`config.mk`:
```
export PLATFORM = sky130hd
export DESIGN_NAME = ctrl_sequencer
export DESIGN_NICKNAME = d
export VERILOG_FILES = /design/src/rtl/ctrl_pkg.sv /design/src/rtl/ctrl_sequencer_timing_check.sv /design/src/rtl/ctrl_sequencer.sv
export SDC_FILE = /design/constraint.sdc
export NUM_CORES = 1
export LEC_CHECK = 0
export ABC_AREA = 1
export CORE_MARGIN = 4
export CORE_UTILIZATION = 45
export CTS_BUF_LIST = sky130_fd_sc_hd__clkbuf_8
export CTS_CLUSTER_DIAMETER = 40
export DETAILED_ROUTE_END_ITERATION = 8
export PLACE_DENSITY = 0.95
export SYNTH_ARGS = -nofsm -noshare
export SYNTH_HDL_FRONTEND = slang
export SYNTH_HIERARCHICAL = 1
export SYNTH_SLANG_ARGS = --single-unit
```
`constraint.sdc`:
```
create_clock -name clk -period 21.3 [get_ports clk]
set_input_delay 6.39 -clock clk [delete_from_list [all_inputs] [get_ports clk]]
set_output_delay 6.39 -clock clk [all_outputs]
set_load 0.005 [all_outputs]
```
`src/rtl/ctrl_pkg.sv`:
```
// Shared encodings for the hardwired accumulator-CPU control unit:
// bus sources, ALU operations, opcodes and register-reference bit positions.
package ctrl_pkg;

  typedef enum logic [2:0] {
    BUS_NONE = 3'd0,
    BUS_AR   = 3'd1,
    BUS_PC   = 3'd2,
    BUS_DR   = 3'd3,
    BUS_AC   = 3'd4,
    BUS_IR   = 3'd5,
    BUS_MEM  = 3'd6
  } bus_sel_e;

  typedef enum logic [2:0] {
    ALU_NOP     = 3'd0,
    ALU_AND     = 3'd1,
    ALU_ADD     = 3'd2,
    ALU_PASS_DR = 3'd3,
    ALU_CLR     = 3'd4,
    ALU_CMA     = 3'd5,
    ALU_INC     = 3'd6
  } alu_op_e;

  localparam logic [2:0] OP_AND = 3'd0;
  localparam logic [2:0] OP_ADD = 3'd1;
  localparam logic [2:0] OP_LDA = 3'd2;
  localparam logic [2:0] OP_STA = 3'd3;
  localparam logic [2:0] OP_BUN = 3'd4;
  localparam logic [2:0] OP_BSA = 3'd5;
  localparam logic [2:0] OP_ISZ = 3'd6;
  localparam logic [2:0] OP_REG = 3'd7;

  // Bit positions within the address field for register-reference instructions
  localparam int RR_CLA = 11;
  localparam int RR_CMA = 9;
  localparam int RR_INC = 5;
  localparam int RR_SPA = 4;
  localparam int RR_SNA = 3;
  localparam int RR_SZA = 2;
  localparam int RR_HLT = 0;

  localparam int T_W    = 8;
  localparam int STEP_W = 3;

endpackage

```
`src/rtl/ctrl_sequencer_timing_check.sv`:
```
// One-hot validator for the SC timing word; reports validity and the
// binary index of the active step.
module timing_check
  import ctrl_pkg::*;
(
  input  logic [T_W-1:0]    t_in,
  output logic              t_valid,
  output logic [STEP_W-1:0] step
);

  assign t_valid = $onehot(t_in);

  always_comb begin
    step = '0;
    for (int k = 0; k < T_W; k++) begin
      if (t_in[k]) step = STEP_W'(k);
    end
  end

endmodule

```
`src/rtl/ctrl_sequencer.sv`:
```
// Hardwired control unit: decodes SC timing word, latched opcode and IR into
// datapath strobes; tracks halt and malformed-timing conditions.
module ctrl_sequencer
  import ctrl_pkg::*;
#(
  parameter int DATA_W = 16,
  parameter int ADDR_W = 12
) (
  input  logic              clk,
  input  logic              rst,
  input  logic [T_W-1:0]    t_in,
  input  logic [DATA_W-1:0] ir,
  input  logic              dr_zero,
  input  logic              ac_zero,
  input  logic              ac_neg,
  output logic [2:0]        bus_sel,
  output logic              ar_ld,
  output logic              ar_inc,
  output logic              pc_ld,
  output logic              pc_inc,
  output logic              ir_ld,
  output logic              dr_ld,
  output logic              dr_inc,
  output logic              ac_ld,
  output logic [2:0]        alu_op,
  output logic              mem_rd,
  output logic              mem_wr,
  output logic              sc_clr,
  output logic              sc_en,
  output logic              halted,
  output logic              t_err
);

  logic              t_valid;
  logic [STEP_W-1:0] step;
  logic [2:0]        d_q, d_d;
  logic              i_q, i_d;
  logic              halted_q, halted_d;
  logic              t_err_q, t_err_d;
  logic [ADDR_W-1:0] rr;
  logic [2:0]        opcode;
  logic              ind_bit;
  logic              d7;
  logic              active;
  logic              unused_rr;

  timing_check u_timing_check (
    .t_in    (t_in),
    .t_valid (t_valid),
    .step    (step)
  );

  assign rr        = ir[ADDR_W-1:0];
  assign opcode    = ir[DATA_W-2:DATA_W-4];
  assign ind_bit   = ir[DATA_W-1];
  assign d7        = (d_q == OP_REG);
  assign unused_rr = ^{rr[10], rr[8:6], rr[1]};

  // Halt freezes everything; reset input gates strobes combinationally so
  // they drop the instant rst falls, not at the next edge.
  assign active = rst & t_valid & ~halted_q;

  always_ff @(posedge clk or negedge rst) begin
    if (!rst) begin
      d_q      <= '0;
      i_q      <= 1'b0;
      halted_q <= 1'b0;
      t_err_q  <= 1'b0;
    end else begin
      d_q      <= d_d;
      i_q      <= i_d;
      halted_q <= halted_d;
      t_err_q  <= t_err_d;
    end
  end

  always_comb begin
    d_d      = d_q;
    i_d      = i_q;
    halted_d = halted_q;
    t_err_d  = t_err_q;
    if (!t_valid) begin
      t_err_d = 1'b1;
    end else if (!halted_q) begin
      if (step == 3'd2) begin
        d_d = opcode;
        i_d = ind_bit;
      end
      if (step == 3'd3 && d7 && !i_q && rr[RR_HLT]) halted_d = 1'b1;
    end
  end

  always_comb begin
    bus_sel = BUS_NONE;
    alu_op  = ALU_NOP;
    ar_ld   = 1'b0;
    ar_inc  = 1'b0;
    pc_ld   = 1'b0;
    pc_inc  = 1'b0;
    ir_ld   = 1'b0;
    dr_ld   = 1'b0;
    dr_inc  = 1'b0;
    ac_ld   = 1'b0;
    mem_rd  = 1'b0;
    mem_wr  = 1'b0;
    sc_clr  = 1'b0;
    if (active) begin
      case (step)
        3'd0: begin
          bus_sel = BUS_PC;
          ar_ld   = 1'b1;
        end
        3'd1: begin
          bus_sel = BUS_MEM;
          mem_rd  = 1'b1;
          ir_ld   = 1'b1;
          pc_inc  = 1'b1;
        end
        3'd2: begin
          bus_sel = BUS_IR;
          ar_ld   = 1'b1;
        end
        3'd3: begin
          if (d7) begin
            sc_clr = 1'b1;
            if (!i_q) begin
              if (rr[RR_CLA])      alu_op = ALU_CLR;
              else if (rr[RR_CMA]) alu_op = ALU_CMA;
              else if (rr[RR_INC]) alu_op = ALU_INC;
              ac_ld  = rr[RR_CLA] | rr[RR_CMA] | rr[RR_INC];
              pc_inc = (rr[RR_SPA] & ~ac_neg & ~ac_zero)
                     | (rr[RR_SNA] & ac_neg)
                     | (rr[RR_SZA] & ac_zero);
            end
          end else if (i_q) begin
            bus_sel = BUS_MEM;
            mem_rd  = 1'b1;
            ar_ld   = 1'b1;
          end
        end
        3'd4: begin
          if (!d7) begin
            case (d_q)
              OP_AND, OP_ADD, OP_LDA, OP_ISZ: begin
                bus_sel = BUS_MEM;
                mem_rd  = 1'b1;
                dr_ld   = 1'b1;
              end
              OP_STA: begin
                bus_sel = BUS_AC;
                mem_wr  = 1'b1;
                sc_clr  = 1'b1;
              end
              OP_BUN: begin
                bus_sel = BUS_AR;
                pc_ld   = 1'b1;
                sc_clr  = 1'b1;
              end
              OP_BSA: begin
                bus_sel = BUS_PC;
                mem_wr  = 1'b1;
                ar_inc  = 1'b1;
              end
              default: ;
            endcase
          end
        end
        3'd5: begin
          if (!d7) begin
            case (d_q)
              OP_AND: begin alu_op = ALU_AND;     ac_ld = 1'b1; sc_clr = 1'b1; end
              OP_ADD: begin alu_op = ALU_ADD;     ac_ld = 1'b1; sc_clr = 1'b1; end
              OP_LDA: begin alu_op = ALU_PASS_DR; ac_ld = 1'b1; sc_clr = 1'b1; end
              OP_BSA: begin
                bus_sel = BUS_AR;
                pc_ld   = 1'b1;
                sc_clr  = 1'b1;
              end
              OP_ISZ: dr_inc = 1'b1;
              default: ;
            endcase
          end
        end
        3'd6: begin
          if (!d7 && d_q == OP_ISZ) begin
            bus_sel = BUS_DR;
            mem_wr  = 1'b1;
            pc_inc  = dr_zero;
            sc_clr  = 1'b1;
          end
        end
        // T7 is unreachable in a correct program; clear SC to recover
        default: sc_clr = 1'b1;
      endcase
    end
  end

  assign sc_en  = rst & ~halted_q;
  assign halted = halted_q;
  assign t_err  = t_err_q;

endmodule

```
==> results of run 1 <==
## metrics by stage
step / utilization (%) / setup WS, ps / total power, mW / instance area [um2] / std cells
floorplan: - / 5810 / 0.0215 / 993 / 164
global route: 73.0 / 4020 / 0.0484 / 1480 / 234
detailed placement: 70.9 / 4260 / 0.0282 / 1430 / 231
CTS: 73.0 / 4250 / 0.0455 / 1480 / 234
finish: 73.0 / 4260 / 0.0448 / 1480 / 234
global placement: 70.9 / 4370 / 0.0273 / 1430 / 231
## routing by layer
metal,vias up,part of all wire [%]
met2,30,53
met5,-,0
met4,0,1.1
met1,520,41
met3,3,4.4
li1,601,-
## registers in the layout, summed over array words and instances, names as in the netlist
register and cells:
d_q 3, halted 1, t_err 1, i_q 1
## layout by cell type, fill, tap and decap left out
| cell | n |
|---|---|
| nor2_1 | 21 |
| inv_2 | 3 |
| dfrtp_1 | 6 |
| nor4_1 | 1 |
| bufinv_8 | 1 |
| nand3b_1 | 2 |
| o21ai_1 | 1 |
| nand3_1 | 19 |
| nand4_1 | 4 |
| clkdlybuf4s50_1 | 43 |
| o211ai_1 | 1 |
| clkbuf_8 | 3 |
| buf_4 | 1 |
| ha_1 | 4 |
| nand2_1 | 35 |
| a21oi_1 | 11 |
| and2_1 | 1 |
| nor2_2 | 3 |
| o31ai_1 | 1 |
| fa_1 | 4 |
| nor3_1 | 1 |
| nor2_4 | 3 |
| nand2_4 | 1 |
| a31oi_1 | 1 |
| nand2_2 | 3 |
| o21ai_0 | 2 |
| inv_1 | 31 |
## worst max path at each step
stage | slack [ps] | from | end | depth (start not counted)
2_1_floorplan | 5810 | t_in[0] | pc_inc | 12
3_3_place_gp | 4370 | t_in[1] | ac_ld | 13
3_5_place_dp | 4260 | t_in[1] | alu_op[1] | 13
4_1_cts | 4250 | t_in[1] | alu_op[1] | 13
5_1_grt | 4020 | t_in[1] | alu_op[1] | 13
6_report | 4260 | t_in[1] | alu_op[1] | 13
## cells by family (layout without fill, tap and decap cells)
logic type      after synthesis  after routing  share of synthesized area [%]
flops                         6              6                           15.1
simple gates                 94             94                           44.8
fa+ha+maj                     8              8                           13.1
compound gates               17             17                           9.19
buf+inv                      39             82                           17.8
## critical path: stages
cell	delay [ps]
clkdlybuf4s50_1	520
fa_1	450
fa_1	510
inv_1	50
fa_1	410
fa_1	500
o211ai_1	90
a21oi_1	270
nand2_1	320
inv_1	220
o21ai_0	190
a21oi_1	180
clkdlybuf4s50_1	540
## layout make-up
type / instances / area [um2]
Clock buffer: 3 / 41.3
Inverter: 35 / 145
Tap cell: 27 / 33.8
Multi-Input combinational cell: 119 / 667
Sequential cell: 6 / 150
Timing Repair Buffer: 44 / 438
Fill cell: 173 / 547
## where the power goes
| part | leakage (nW) | total, mW | switching (mW) | internal (mW) |
|---|---|---|---|---|
| sequential | 0.0525 | 0.0115 | 0 | 0.0115 |
| clock | 0.0216 | 0.0167 | 0.00458 | 0.0121 |
| combinational | 0.655 | 0.0166 | 0.00830 | 0.00833 |
| total | 0.729 | 0.0448 | 0.0129 | 0.0319 |
==> impl_metrics.env, run 1 <==
export IMPL_clock_fmax_mhz=58.7
export IMPL_grt_util_met2_pct=37.4
export IMPL_rr_worst_depth=6
export IMPL_fin_crit_ps=17040
export IMPL_r2r_end="halted$_DFFE_PN0P_"
export IMPL_htreeDepth=1
export IMPL_fin_nets=246
export IMPL_min_path_type="reg -> reg"
export IMPL_path_max_fanout=12
export IMPL_worst_hold_slack_ps=464
export IMPL_syn_nets=201
export IMPL_antennaDiodeCount=0
export IMPL_required_ps=14910
export IMPL_criticalPathCategory="in -> out"
export IMPL_grt_use_met1_pct=24.3
export IMPL_ant_nets=0
export IMPL_hold_depth=2
export IMPL_yosys_cell_count_top_type="nand2_1"
export IMPL_cts_resized=0
export IMPL_finalCritPeriodShare_pct=80.0
export IMPL_grt_pass1_vias=1067
export IMPL_rsz0062_at_grt="false"
export IMPL_final_hold_violation_count=0
export IMPL_drc_errors=0
export IMPL_yosys_warnings=6
export IMPL_relSlewSlack_pct=73.1
export IMPL_cts_buffers=3
export IMPL_synth_seq_cells=6
export IMPL_numPortBuffers=43
export IMPL_grt_busiest_layer="met2"
export IMPL_synth_area_leaders="dfrtp_1 15%, nand2_1 13%, inv_1 12%"
export IMPL_std_cell_rows=16
export IMPL_r2r_slack_ps=20180
export IMPL_r2r_start="d_q[0]$_DFFE_PN0P_"
export IMPL_cts_tree="done"
export IMPL_seq_area_frac_synth_pct=15.1
export IMPL_clk_latency_ps=220
export IMPL_dp_hpwl_um=2440
export IMPL_syn_area_um2=993
export IMPL_vias=1154
export IMPL_coreArea_um2=2020
export IMPL_setup_viol=0
export IMPL_maxCapViolCount=0
export IMPL_postCtsHoldBufs=0
export IMPL_clock_sinks=6
export IMPL_gp_congestion=0.915
export IMPL_grt_max_degree=13
export IMPL_wl_per_cell_um=12.0
export IMPL_synthFlopType="dfrtp_1"
export IMPL_fp_dieH_um=55.0
export IMPL_antenna_found_initial=0
export IMPL_status="complete, no violations"
export IMPL_ys_async_sr_fraction_pct=100
export IMPL_syn_area_per_cell_um2=6.06
export IMPL_cp_start_kind="input port"
export IMPL_tightest_slew_ps=402
export IMPL_grt_overflow=0
export IMPL_grt_pass1_wl_um=4470
export IMPL_min_from="t_err$_DFFE_PN0N_"
export IMPL_wl_um=2820
export IMPL_grt_usage_pct=20.7
export IMPL_fin_tns_setup_ps=0
export IMPL_syn_to_final_growth_pct=48.5
export IMPL_synth_commonest_cells="35 x nand2_1, 31 x inv_1, 21 x nor2_1"
export IMPL_ios=49
export IMPL_synth_edf_count=0
export IMPL_die_w_um=55.0
export IMPL_leakage_nw=0.729
export IMPL_grt_met3_usage_pct=2.95
export IMPL_clockRootBuffer="clkbuf_8"
export IMPL_peakVddDrop_v=0.0000380
export IMPL_p_per_area_nw_per_um2=30.4
export IMPL_drive_gt1_share_pct=8.70
export IMPL_finClkSkew_ps=0.828
export IMPL_start_util_pct=49.1
export IMPL_die_area_um2=3020
export IMPL_clk_pin_slew_worst_paths_ps=30
export IMPL_min_to="t_err$_DFFE_PN0N_"
export IMPL_cts_buffer_depth=2
export IMPL_yosys_area_top_type="dfrtp_1"
export IMPL_maxSlewViolCount=0
export IMPL_synth_distinct_cells=27
export IMPL_cts_setup_buffers=0
export IMPL_avgViaCountPerCell=4.93
export IMPL_drtIter0Drc=24
export IMPL_arrival_ps=10650
export IMPL_yosysTopAreaCellShare_pct=15.1
export IMPL_synth_cells=164
export IMPL_end_kind="output pin"
export IMPL_first_pass_iters=4
Note: power is estimated with default switching activity, not from simulation.
==> inputs of run 2 (changes only) <==
CORE_UTILIZATION = 42   (was 45)
PLACE_DENSITY = 0.94   (was 0.95)
clock period = 16.75 ns   (was 21.3 ns; I/O delays follow)
==> run 2 against run 1 <==
Net effect:
- flip-flop and latch count unchanged
- highest routed layer unchanged
- die area up 6.1%
- core utilization down 6.9 points
- global-route usage down 4.6 points
- wire length down 10%
- clock-buffer cell count unchanged
- clock power up 31%
- largest cell class unchanged
- worst setup slack worse by 1700 ps
- largest power group unchanged
- non-clock buffer count unchanged
- clock skew up 2.9 ps
- cell area about the same
- power up 29%
==> impl_metrics.env, run 2 (synthesis gave the netlist of run 1 again) <==
export IMPL_end_kind="output pin"
export IMPL_r2r_slack_ps=15640
export IMPL_min_path_type="reg -> reg"
export IMPL_largest_register="d_q"
export IMPL_wl_um=2530
export IMPL_cts_tree="done"
export IMPL_wl_per_cell_um=10.8
export IMPL_maxSlewViolCount=0
export IMPL_drtIter0Drc=39
export IMPL_layout_commonest_cell="clkdlybuf4s50_1"
export IMPL_final_area_um2=1480
export IMPL_required_ps=11720
export IMPL_ant_nets=0
export IMPL_cts_resized=0
export IMPL_ios=49
export IMPL_dpl_cell_area_um2=1440
export IMPL_fin_nets=246
export IMPL_finalCritPeriodShare_pct=84.9
export IMPL_grt_pass1_vias=1025
export IMPL_grt_usage_pct=16.0
export IMPL_drc_errors=0
export IMPL_setup_viol=0
export IMPL_arrival_ps=9200
export IMPL_maxCapViolCount=0
export IMPL_finClkSkew_ps=3.69
export IMPL_clock_fmax_mhz=70.3
export IMPL_r2r_end="d_q[0]$_DFFE_PN0P_"
export IMPL_gp_congestion=0.822
export IMPL_power_total_uw=57.6
export IMPL_antennaDiodeCount=0
export IMPL_rsz0062_at_grt="false"
export IMPL_grt_overflow=0
export IMPL_avgViaCountPerCell=4.85
export IMPL_htreeDepth=1
export IMPL_cts_buffers=3
export IMPL_std_cell_rows=17
export IMPL_postCtsHoldBufs=0
export IMPL_leakage_nw=0.729
export IMPL_numPortBuffers=43
export IMPL_clockRootBuffer="clkbuf_8"
export IMPL_dp_hpwl_um=2170
export IMPL_drive_gt1_share_pct=8.70
export IMPL_hold_depth=2
export IMPL_grt_max_degree=13
export IMPL_path_max_fanout=12
export IMPL_layout_common_cells="43 x clkdlybuf4s50_1, 35 x nand2_1, 31 x inv_1"
export IMPL_largest_reg_flops=3
export IMPL_min_from="t_err$_DFFE_PN0N_"
export IMPL_peakVddDrop_v=0.0000431
export IMPL_cp_start_kind="input port"
export IMPL_first_pass_iters=4
export IMPL_final_hold_violation_count=0
export IMPL_clk_pin_slew_worst_paths_ps=40
export IMPL_start_util_pct=44.5
export IMPL_fin_crit_ps=14230
export IMPL_rr_worst_depth=4
export IMPL_pre_cts_ws_ps=2530
export IMPL_r2r_start="halted$_DFFE_PN0P_"
export IMPL_syn_to_final_growth_pct=48.6
export IMPL_coreArea_um2=2230
export IMPL_die_w_um=56.6
export IMPL_tightest_slew_ps=401
export IMPL_cts_setup_buffers=0
export IMPL_status="complete, no violations"
export IMPL_vias=1140
export IMPL_cts_buffer_depth=2
export IMPL_antenna_found_initial=0
export IMPL_die_area_um2=3210
export IMPL_min_to="t_err$_DFFE_PN0N_"
export IMPL_relSlewSlack_pct=73.2
export IMPL_criticalPathCategory="in -> out"
export IMPL_fp_dieH_um=56.6
export IMPL_clock_sinks=6
export IMPL_setup_ws_ps=2520
export IMPL_fin_tns_setup_ps=0
export IMPL_p_per_area_nw_per_um2=39.0
export IMPL_grt_pass1_wl_um=4140
export IMPL_clk_latency_ps=230
==> run 2: worst max path at each step <==
stage	start	end
after floorplan	t_in[0]	pc_inc
after global placement	t_in[1]	ac_ld
after detailed placement	t_in[1]	alu_op[0]
after CTS	t_in[1]	alu_op[0]
after global routing	t_in[1]	alu_op[1]
final	t_in[1]	alu_op[0]
==> run 2: layout make-up <==
| class | instances | area, um2 |
|---|---|---|
| Clock buffer | 3 | 41.3 |
| Fill cell | 192 | 757 |
| Tap cell | 28 | 35.0 |
| Multi-Input combinational cell | 119 | 667 |
| Sequential cell | 6 | 150 |
| Timing Repair Buffer | 44 | 438 |
| Inverter | 35 | 145 |
==> run 2: worst max-delay path, cell delays in order <==
cell and delay (ps):
clkdlybuf4s50_1 520, fa_1 450, fa_1 510, inv_1 50, fa_1 410, fa_1 500, o211ai_1 80, a21oi_1 260
nand2_1 320, inv_1 210, o21ai_0 170, a21oi_1 160, clkdlybuf4s50_1 520
==> run 2: layer usage <==
| metal | vias up | track usage, % | share of wire (%) |
|---|---|---|---|
| met5 | - | 0 | 0 |
| met4 | 0 | 7.12 | 0.91 |
| met3 | 2 | 1.61 | 4.3 |
| met2 | 28 | 29.7 | 52 |
| met1 | 510 | 18.2 | 43 |
| li1 | 600 | - | - |
==> run 2: where the power goes <==
group / switching (mW) / internal, mW
clock network: 0.00642 / 0.0155
logic: 0.0104 / 0.0107
registers: 0 / 0.0146
total: 0.0169 / 0.0407
==> run 2: through the flow <==
stage	hold WS (ps)	utilization (%)	cells
floorplan	450	-	164
global placement	447	64.3	232
detailed placement	447	64.3	232
CTS	462	66.1	235
global route	491	66.1	235
finish	457	66.1	235
==> inputs of run 3 (changes only) <==
clock period = 14.6 ns   (was 16.75 ns; I/O delays follow)
==> run 3 against run 2 <==
Net effect:
- cell count is the same
- core utilization is the same
- critical path depth unchanged
- die area did not move
- flip-flop and latch count unchanged
- cell area stayed put
- clock skew barely moved
- first-iteration DRC count decreased by 2.6%
==> impl_metrics.env, run 3 (synthesis gave the netlist of run 1 again) <==
export IMPL_clockRootBuffer="clkbuf_8"
export IMPL_die_area_um2=3210
export IMPL_first_pass_iters=4
export IMPL_maxSlewViolCount=0
export IMPL_clock_fmax_mhz=77.4
export IMPL_drive_gt1_share_pct=8.70
export IMPL_finClkSkew_ps=4.00
export IMPL_hold_depth=2
export IMPL_p_per_area_nw_per_um2=44.7
export IMPL_cts_buffer_depth=2
export IMPL_vias=1162
export IMPL_status="complete, no violations"
export IMPL_criticalPathCategory="in -> out"
export IMPL_rr_worst_depth=4
export IMPL_layout_common_cells="43 x clkdlybuf4s50_1, 35 x nand2_1, 31 x inv_1"
export IMPL_relSlewSlack_pct=73.7
export IMPL_wl_per_cell_um=10.8
export IMPL_largest_register="d_q"
export IMPL_r2r_slack_ps=13500
export IMPL_clk_pin_slew_worst_paths_ps=40
export IMPL_htreeDepth=1
export IMPL_grt_pass1_wl_um=4100
export IMPL_std_cell_rows=17
export IMPL_fin_tns_setup_ps=0
export IMPL_path_max_fanout=12
export IMPL_peakVddDrop_v=0.0000492
export IMPL_antennaDiodeCount=0
export IMPL_min_path_type="reg -> reg"
export IMPL_postCtsHoldBufs=0
export IMPL_drc_errors=0
export IMPL_start_util_pct=44.5
export IMPL_wl_um=2530
export IMPL_fin_crit_ps=12920
export IMPL_die_w_um=56.6
export IMPL_setup_viol=0
export IMPL_gp_congestion=0.823
export IMPL_fp_dieH_um=56.6
export IMPL_ios=49
export IMPL_numPortBuffers=43
export IMPL_grt_max_degree=13
export IMPL_leakage_nw=0.729
export IMPL_required_ps=10220
export IMPL_worst_hold_slack_ps=457
export IMPL_cp_start_kind="input port"
export IMPL_clock_sinks=6
export IMPL_syn_to_final_growth_pct=48.6
export IMPL_tightest_slew_ps=393
export IMPL_grt_pass1_vias=1018
export IMPL_arrival_ps=8540
export IMPL_maxCapViolCount=0
export IMPL_r2r_end="d_q[2]$_DFFE_PN0P_"
export IMPL_startpoint="t_in[1]"
export IMPL_grt_overflow=0
export IMPL_drtIter0Drc=38
export IMPL_clk_latency_ps=230
export IMPL_finalCritPeriodShare_pct=88.5
export IMPL_cts_tree="done"
export IMPL_cts_buffers=3
export IMPL_fin_cells=235
export IMPL_avgViaCountPerCell=4.94
export IMPL_layout_commonest_cell="clkdlybuf4s50_1"
export IMPL_dp_hpwl_um=2170
export IMPL_rsz0062_at_grt="false"
export IMPL_fin_nets=246
export IMPL_antenna_found_initial=0
export IMPL_ant_nets=0
export IMPL_final_hold_violation_count=0
export IMPL_coreArea_um2=2230
export IMPL_r2r_start="halted$_DFFE_PN0P_"
export IMPL_cts_setup_buffers=0
export IMPL_min_from="t_err$_DFFE_PN0N_"
export IMPL_cts_resized=0
export IMPL_grt_usage_pct=15.9
export IMPL_largest_reg_flops=3
export IMPL_post_route_util_pct=66.1
export IMPL_end_kind="output pin"
export IMPL_dp_cells=232
export IMPL_min_to="t_err$_DFFE_PN0N_"
run 3: cell counts in the layout (fill, tap and decap cells not counted):
Identical to the previous run, type by type.
run 3: stage by stage:
stage / setup WS [ps] / power [mW] / instance area (um2)
after floorplan: 3130 / 0.0314 / 993
final: 1680 / 0.0660 / 1480
after global placement: 1730 / 0.0400 / 1440
after CTS: 1670 / 0.0674 / 1480
after global routing: 1460 / 0.0714 / 1480
after detailed placement: 1670 / 0.0411 / 1440
run 3: final cells by class:
type                       instances  area (um2)
clock buffer                       3        41.3
fill                             192         757
inverter                          35         145
multi-input combinational        119         667
sequential                         6         150
tap                               28        35.0
timing repair buffer              44         438
run 3: worst max path at each step:
stage	end	slack (ps)	cells past startpoint
3_5_place_dp	alu_op[0]	1670	13
4_1_cts	alu_op[0]	1670	13
5_1_grt	alu_op[1]	1460	13
3_3_place_gp	ac_ld	1730	13
2_1_floorplan	pc_inc	3130	12
6_report	alu_op[0]	1680	13
run 3: layer usage:
| layer | global-route usage (%) | wire length (um) | share of wire (%) |
|---|---|---|---|
| met2 | 29.5 | 1290 | 51 |
| met4 | 7.12 | 43 | 1.7 |
| met3 | 1.61 | 125 | 4.9 |
| met1 | 17.8 | 1080 | 43 |
| met5 | 0 | 0 | 0 |
run 3: critical path, stage by stage:
cell and delay (ps):
clkdlybuf4s50_1 520, fa_1 450, fa_1 510, inv_1 50, fa_1 420, fa_1 500
o211ai_1 80, a21oi_1 260, nand2_1 320, inv_1 200, o21ai_0 170, a21oi_1 160
clkdlybuf4s50_1 520
run 3: where the power goes:
| group | switching [mW] | leakage (nW) | total (mW) | internal [mW] |
|---|---|---|---|---|
| logic | 0.0121 | 0.655 | 0.0242 | 0.0122 |
| registers | 0 | 0.0525 | 0.0167 | 0.0167 |
| clock network | 0.00732 | 0.0216 | 0.0250 | 0.0177 |
